`config.mk`:
```
export PLATFORM = sky130hd
export DESIGN_NAME = register_file
export DESIGN_NICKNAME = d
export VERILOG_FILES = /design/src/rtl/register_file.sv
export SDC_FILE = /design/constraint.sdc
export NUM_CORES = 2
export LEC_CHECK = 0
export BUFFER_PORTS_ARGS = -buffer_cell sky130_fd_sc_hd__buf_4
export CAP_MARGIN = 20
export CORE_MARGIN = 2
export CORE_UTILIZATION = 59
export CTS_CLUSTER_DIAMETER = 40
export DETAILED_ROUTE_END_ITERATION = 8
export PLACE_DENSITY = 0.74
export SKIP_LAST_GASP = 1
export SLEW_MARGIN = 20
export SYNTH_ARGS = -nofsm -noshare
export SYNTH_HDL_FRONTEND = slang
export SYNTH_SLANG_ARGS = --single-unit
```
`constraint.sdc`:
```
create_clock -name clk -period 3.18 [get_ports clk]
set_clock_uncertainty 0.05 [all_clocks]
set_input_delay 0.477 -clock clk [delete_from_list [all_inputs] [get_ports clk]]
set_output_delay 0.477 -clock clk [all_outputs]
set_load 0.02 [all_outputs]
```
`src/rtl/register_file.sv`:
```
// Architectural register file with rename-tag table for the Tomasulo core.
// Optional build macro RF_CMT_BYPASS_EN forwards a same-cycle commit into the issue lookup.
module register_file #(
  parameter int DAT_W   = 32,
  parameter int REG_BIT = 5,
  parameter int ROB_BIT = 5,
  parameter int OP_W    = 6,
  parameter int ADR_W   = 32
) (
  input  logic               clk,
  input  logic               rst,
  input  logic               en,
  input  logic               is_en_i,
  input  logic               is_ls_i,
  input  logic [REG_BIT-1:0] is_rs1_i,
  input  logic [REG_BIT-1:0] is_rs2_i,
  input  logic [REG_BIT-1:0] is_rd_i,
  input  logic [OP_W-1:0]    is_op_i,
  input  logic [DAT_W-1:0]   is_imm_i,
  input  logic [ADR_W-1:0]   is_pc_i,
  input  logic [ROB_BIT-1:0] rob_qd_i,
  input  logic               rob_full_i,
  input  logic               cmt_en_i,
  input  logic [REG_BIT-1:0] cmt_rd_i,
  input  logic [ROB_BIT-1:0] cmt_q_i,
  input  logic [DAT_W-1:0]   cmt_v_i,
  input  logic               br_flag_i,
  output logic               rf_en_o,
  output logic               rf_ls_o,
  output logic [ROB_BIT-1:0] rf_qj_o,
  output logic [ROB_BIT-1:0] rf_qk_o,
  output logic [DAT_W-1:0]   rf_vj_o,
  output logic [DAT_W-1:0]   rf_vk_o,
  output logic [ROB_BIT-1:0] rf_qd_o,
  output logic [OP_W-1:0]    rf_op_o,
  output logic [DAT_W-1:0]   rf_imm_o,
  output logic [ADR_W-1:0]   rf_pc_o
);

  localparam int NREG = 1 << REG_BIT;

  typedef struct packed {
    logic               ls;
    logic [ROB_BIT-1:0] qj;
    logic [ROB_BIT-1:0] qk;
    logic [DAT_W-1:0]   vj;
    logic [DAT_W-1:0]   vk;
    logic [ROB_BIT-1:0] qd;
    logic [OP_W-1:0]    op;
    logic [DAT_W-1:0]   imm;
    logic [ADR_W-1:0]   pc;
  } bundle_t;

  logic [DAT_W-1:0]   val_q [NREG];
  logic [DAT_W-1:0]   val_d [NREG];
  logic [ROB_BIT-1:0] tag_q [NREG];
  logic [ROB_BIT-1:0] tag_d [NREG];
  bundle_t            bundle_q, bundle_d;
  logic               rf_en_q, rf_en_d;

  logic               accept;
  logic               cmt_we;
  logic [REG_BIT-1:0] src [2];
  logic [ROB_BIT-1:0] q_look [2];
  logic [DAT_W-1:0]   v_look [2];

  assign accept = en && is_en_i && !rob_full_i && !br_flag_i;
  assign cmt_we = en && cmt_en_i && (cmt_rd_i != '0);
  assign src[0] = is_rs1_i;
  assign src[1] = is_rs2_i;

  // Lookup reads pre-rename state, so a source equal to rd sees the older producer.
  always_comb begin
    for (int s = 0; s < 2; s++) begin
      // NOTE: every always_comb output gets a default first so no path can infer a latch.
      q_look[s] = '0;
      v_look[s] = '0;
      if (src[s] != '0) begin
        q_look[s] = tag_q[src[s]];
        v_look[s] = val_q[src[s]];
`ifdef RF_CMT_BYPASS_EN
        if (cmt_we && (cmt_rd_i == src[s]) && (tag_q[src[s]] == cmt_q_i)) begin
          q_look[s] = '0;
          v_look[s] = cmt_v_i;
        end
`endif
      end
    end
  end

  // Update order matters: commit clears, flush clears all, rename overrides both.
  always_comb begin
    val_d = val_q;
    tag_d = tag_q;
    if (cmt_we) begin
      val_d[cmt_rd_i] = cmt_v_i;
      if (tag_q[cmt_rd_i] == cmt_q_i) tag_d[cmt_rd_i] = '0;
    end
    if (en && br_flag_i) begin
      for (int i = 0; i < NREG; i++) tag_d[i] = '0;
    end
    if (accept && (is_rd_i != '0)) tag_d[is_rd_i] = rob_qd_i;
  end

  always_comb begin
    rf_en_d  = accept;
    bundle_d = bundle_q;
    if (accept) begin
      bundle_d.ls  = is_ls_i;
      bundle_d.qj  = q_look[0];
      bundle_d.qk  = q_look[1];
      bundle_d.vj  = v_look[0];
      bundle_d.vk  = v_look[1];
      bundle_d.qd  = rob_qd_i;
      bundle_d.op  = is_op_i;
      bundle_d.imm = is_imm_i;
      bundle_d.pc  = is_pc_i;
    end
  end

  always_ff @(posedge clk or negedge rst) begin
    if (!rst) begin
      // NOTE: the register array is architecturally visible, so it is cleared on reset like any flop.
      for (int i = 0; i < NREG; i++) begin
        val_q[i] <= '0;
        tag_q[i] <= '0;
      end
      rf_en_q  <= 1'b0;
      bundle_q <= '0;
    end else begin
      // NOTE: sequential state uses non-blocking assignments only.
      val_q    <= val_d;
      tag_q    <= tag_d;
      rf_en_q  <= rf_en_d;
      bundle_q <= bundle_d;
    end
  end

  assign rf_en_o  = rf_en_q;
  assign rf_ls_o  = bundle_q.ls;
  assign rf_qj_o  = bundle_q.qj;
  assign rf_qk_o  = bundle_q.qk;
  assign rf_vj_o  = bundle_q.vj;
  assign rf_vk_o  = bundle_q.vk;
  assign rf_qd_o  = bundle_q.qd;
  assign rf_op_o  = bundle_q.op;
  assign rf_imm_o = bundle_q.imm;
  assign rf_pc_o  = bundle_q.pc;

endmodule

```
Word-level counts from Yosys, hierarchy flattened

Cells that the tools add are included.

Eq/ne operators: 1
Reduce and logical (&&, ||, !) cells: 15
Multiplexer cells: 31
Bitwise gates (word level): 6
Order comparisons: 6

Operators by type and width:

| operator                                            | number |
|---|---|
| bitwise mux 1024 bit                                | 1 |
| 2-to-1 mux 160 bit                                  | 4 |
| binary-select mux 32 bit (select 5 bit)             | 2 |
| 2-to-1 mux 32 bit                                   | 7 |
| AND 160 bit                                         | 1 |
| bitwise mux 160 bit                                 | 1 |
| demux 32 bit (select 5 bit)                         | 1 |
| NOT 160 bit                                         | 1 |
| binary-select mux 5 bit (select 5 bit)              | 3 |
| demux 5 bit (select 5 bit)                          | 2 |
| 2-to-1 mux 5 bit                                    | 10 |
| >= comparator 6 bit (second input constant)         | 4 |
| NOT 5 -> 6 bit                                      | 4 |
| nonzero test 5 bit                                  | 4 |
| < comparator 6 x 1 -> 1 bit (second input constant) | 2 |
| logical AND 1 bit                                   | 9 |
| equality test 5 bit                                 | 1 |
| logical NOT 1 bit                                   | 2 |

Register bits after elaboration: 1335
Output and inout bits: 151
Input port bits: 140

Depth between registers and ports, before layout

Word-level depth: 12
Mapped depth: 13

Worst setup path before layout

Ideal clock, no wire load.

Path kind: input port to flip-flop
Start: input is_rs1_i[0]
End: register bundle_q (netlist bit rf_qj_o[1])
Arrival: 2.880 ns
Stages: 8
Library setup time: 0.121 ns
Buffers on the path: 4
Path slack: 0.129 ns
Path through: clkbuf_1 -> buf_2 -> buf_2 -> buf_1 -> mux4_2 -> a211oi_1 -> a21oi_1 -> a22o_1

Longest elaborated chain between the ends: 5

RTL lines:

| item                                                 | line | text |
|---|---|---|
| from (decl)                                          | 15   | `input logic [REG_BIT-1:0] is_rs1_i,` |
| NOT 5 -> 6 bit (not written as such)                 | 79   | `q_look[s] = tag_q[src[s]];` |
| binary-select mux 5 bit (select 5 bit)               | 79   |  |
| 2-to-1 mux 5 bit (not written as such) (2 in series) | 79   |  |
| 2-to-1 mux 5 bit *                                   | 78   | `if (src[s] != '0) begin` |
| to (signal assigned)                                 | 135  | `bundle_q <= bundle_d;` |
| to (decl)                                            | 58   | `bundle_t bundle_q, bundle_d;` |

Every way passes the cells marked *; elsewhere a longest branch is shown, timed or not. The select of a mux whose other input is x is not followed.
A chain may end at the register's enable or synchronous reset.

==> qor.csv <==
metric,value,unit
root buf cell,clkbuf_16,
vias after detailed routing,53286,
grt total ovfl,0,
GRT Util Overall,39.2,%
core area,0.120,mm²
syn_area_per_cell,12.9,µm²
type of the tightest min-delay check,primary input to flip-flop,
RePlAce Congestion,0.988,
clock sinks,1335,
CP cell instances,mux4_2 > a22oi_1 > nand2_1 > nor4_2 > o22ai_4 > buf_4 > or4b_4 > a22o_1,
"Period Utilization, post-route",93.2,%
leakage dissipation,38.0,nW
"Slew Viols, Final",0,
CTS tree,done,
die width,351,µm
Maximum Capacitance Violations,0,
#FFs+latches synth,1335,
Detailed Place HPWL,149000,µm
vias in the first global route,54241,
"Async S/R FF share, synth",100,%
outcome,"finished, final reports clean",
# port buffers,290,
crit path max-delay cell type,or4b_4,
"EDFF count, synth",0,
first-pass GRT wire length,355000,µm
Max clock buf depth,3,
Routed Antenna Nets,0,
crit path DAT,3.60,ns
Vert. Die Dim,351,µm
DRT Pass-1 Iters,6,
Top Ports,291,
Final Power,0.0492,W
Mapped Cells,5492,
Area Overhead vs Synth,18.5,%
Die Area,0.123,mm²
Max stage delay on crit path,0.53,ns
switching share of power,27.7,%
nets,5985,
maximum fanout along the worst path,7,
Combinational Power Share,16.6,%
critical path endpoint category,flip-flop,
crit path time final,2.97,ns
Initial Util,59.4,%
NetSw,0.0136,W
Syn Nets,5632,
final hold vios,0,
Setup crit start,tag_q[124]$_DFF_PN0_,
largest net degree at the start of global routing,100,
mean routed wirelength per cell,31.6,µm
placed cell count,7209,
CTS H-tree lvls,4,
sequential share of power,41.9,%
Final Util,70.4,%
share of layout cells above drive strength 1,43.3,%
clock latency at the later pin of the worst-skew pair,0.82,ns
mapped cell area,0.0711,mm²
fin cells,7615,
setup TNS,0,ns
Iter 0 DRT Violations,6391,
cell row count,127,
CP Launch Type,flip-flop,
Rel. slew slack,34.0,%
Synth Warn #,0,
Vias/cell,7.00,
worst flop-to-flop path startpoint,tag_q[124]$_DFF_PN0_,
total DRC errors in the routed layout,0,
CTS buffer count,174,
PwrDens,584,mW/mm²
Max Fclk,337,MHz
top_reg_cell synth,dfrtp_1,
Worst-Margin Slew,0.988,ns
endpoints failing setup,0,
Clock power frac,41.5,%
WP data required,3.81,ns
Setup Buffers After CTS,0,
RSZ-0062 raised after global routing,false,
WL final,240000,µm
initial antenna violation count,20,
worst vdd ir,632,µV
sequential element share of the synthesized area,47.0,%
Netlist cell types,56,
Setup WS post-layout,0.215,ns
clock transition at the registers of the reported paths,0.06,ns
crit path kind,flip-flop to flip-flop,
Place WS,-0.392,ns
P_int,0.0355,W
Hold Path Origin,cmt_v_i[18],
registers in the layout, indices dropped and copies added, names as in the netlist:
name      cells
rf_en_o       1
rf_imm_o     32
rf_ls_o       1
rf_op_o       6
rf_pc_o      32
rf_qd_o       5
rf_qj_o       5
rf_qk_o       5
rf_vj_o      32
rf_vk_o      32
tag_q       160
val_q      1024
synthesized netlist by cell type (2+ instances only):
cell	number	area (µm²)
or2_2	4	25.0
nand2_1	449	1690
nor2_1	122	458
nor4b_1	4	35.0
mux4_2	445	10000
mux4_1	4	105
or3b_2	4	35.0
o21ai_0	231	1160
nor4b_4	14	333
buf_1	62	233
and2_1	6	37.5
nor2b_1	10	62.6
mux2i_1	331	3310
o21ai_1	29	145
o22ai_1	98	613
and3b_1	4	35.0
buf_6	8	90.1
nor3_1	42	210
or4_4	3	33.8
o211ai_1	19	143
buf_4	4	30.0
nor4_1	2	12.5
nand2b_1	25	156
or4_1	2	15.0
or3_1	4	25.0
a22o_1	73	639
nand3_1	132	661
nor4_4	6	128
a21oi_1	202	1010
a211oi_1	22	165
nor3b_1	2	15.0
a22oi_1	6	45.0
nand4bb_1	2	22.5
buf_2	42	210
dfrtp_1	1335	33400
clkbuf_1	442	1660
or4b_4	4	55.1
o221ai_1	106	928
nand3b_1	5	37.5
mux2_2	1106	12500
inv_1	3	11.3
a31oi_1	3	18.8
nand4_1	3	18.8
and3_1	39	244
a221oi_1	22	193
power by group through the flow:
stage	Combinational, W	Clock (W)	Sequential [W]
floorplan	0.00486	0	0.0207
global placement	0.00778	0	0.0206
detailed placement	0.00798	0	0.0208
CTS	0.00810	0.0205	0.0205
global route	0.00868	0.0213	0.0208
finish	0.00816	0.0204	0.0206
routing by layer:
metal / global-route usage, % / share of wire, % / vias to the layer above
met5: 0 / 0.022 / -
met4: 23.4 / 6.5 / 10
met3: 9.31 / 10 / 840
met2: 59.6 / 45 / 3250
met1: 51.6 / 38 / 27656
li1: - / - / 21530
path summary, 6_finish.rpt:
| path | end | slack, ns | cells after the start |
|---|---|---|---|
| setup / recovery | tag_q[19]$_DFF_PN0_ | 0.21 | 8 |
| hold / removal | val_q[370]$_DFFE_PN0P_ | 0.10 | 2 |
| setup reg to reg | tag_q[19]$_DFF_PN0_ | 0.21 | 8 |
| hold reg to reg | val_q[1006]$_DFFE_PN0P_ | 0.35 | 0 |
| max in group asynchronous | val_q[583]$_DFFE_PN0P_ | 1.73 | 4 |
| min in group asynchronous | val_q[125]$_DFFE_PN0P_ | 0.23 | 2 |
worst max-delay path: cells and delay by family (launching register included):
| kind | cells | cell delay (ns) |
|---|---|---|
| multiplexers | 1 | 0.50 |
| AND/OR/NAND/NOR | 3 | 1.04 |
| AO/OA/AOI/OAI | 3 | 0.62 |
| buffers and inverters | 1 | 0.20 |
| flip-flops | 1 | 0.46 |
through the flow:
step / hold WS (ns) / area [µm²]
6_report: 0.103 / 84200
5_1_grt: 0.114 / 84200
4_1_cts: 0.0613 / 84200
3_5_place_dp: 0.337 / 77400
3_3_place_gp: 0.331 / 77400
2_1_floorplan: 0.131 / 71100
logic make-up after synthesis:
group,count (synthesis),synth area share (%)
compound gates,818,7.22
buf+inv,562,3.17
xor+xnor,1,0.0123
simple gates,890,6.16
flops,1335,47.0
mux,1886,36.4
cells in the final DEF (no fill, tap or decap), types with 15 or more instances in the layout:
cell,synthesis,final
dfrtp_1,1335,1335
mux2_2,1106,1106
buf_4,4,564
mux4_2,445,445
nand2_1,449,444
mux2i_1,331,331
o21ai_0,231,231
a21oi_1,202,202
clkbuf_16,0,174
nand3_1,132,129
o221ai_1,106,106
nor2_1,122,99
o22ai_1,98,98
buf_12,1,93
a22o_1,73,73
dlygate4sd3_1,0,72
nor3_1,42,42
and3_1,39,39
o21ai_1,29,29
clkbuf_8,0,26
nand2b_1,25,24
nor2_4,0,23
clkbuf_1,442,23
a211oi_1,22,22
a221oi_1,22,22
clkinv_2,0,22
o211ai_1,19,19
clkinvlp_4,0,19
bufinv_16,0,18
clkinv_4,0,15
area by class of cell:
class	count	area [µm²]
diodes	12	30.0
repair buffers	736	6930
fillers	8139	35400
clock buffers	222	4780
inverters	3	11.3
flip-flops and latches	1335	33400
clock inverters	100	1290
multi-input cells	3595	35700
well taps	1612	2020
timing repair:
action                                  4_1_cts  5_1_grt
hold buffers                                 72        0
endpoints found under the setup margin        0       19
resized for setup                             0        4
hold endpoints to repair                    148        0
Note: power is estimated with default switching activity, not from simulation.
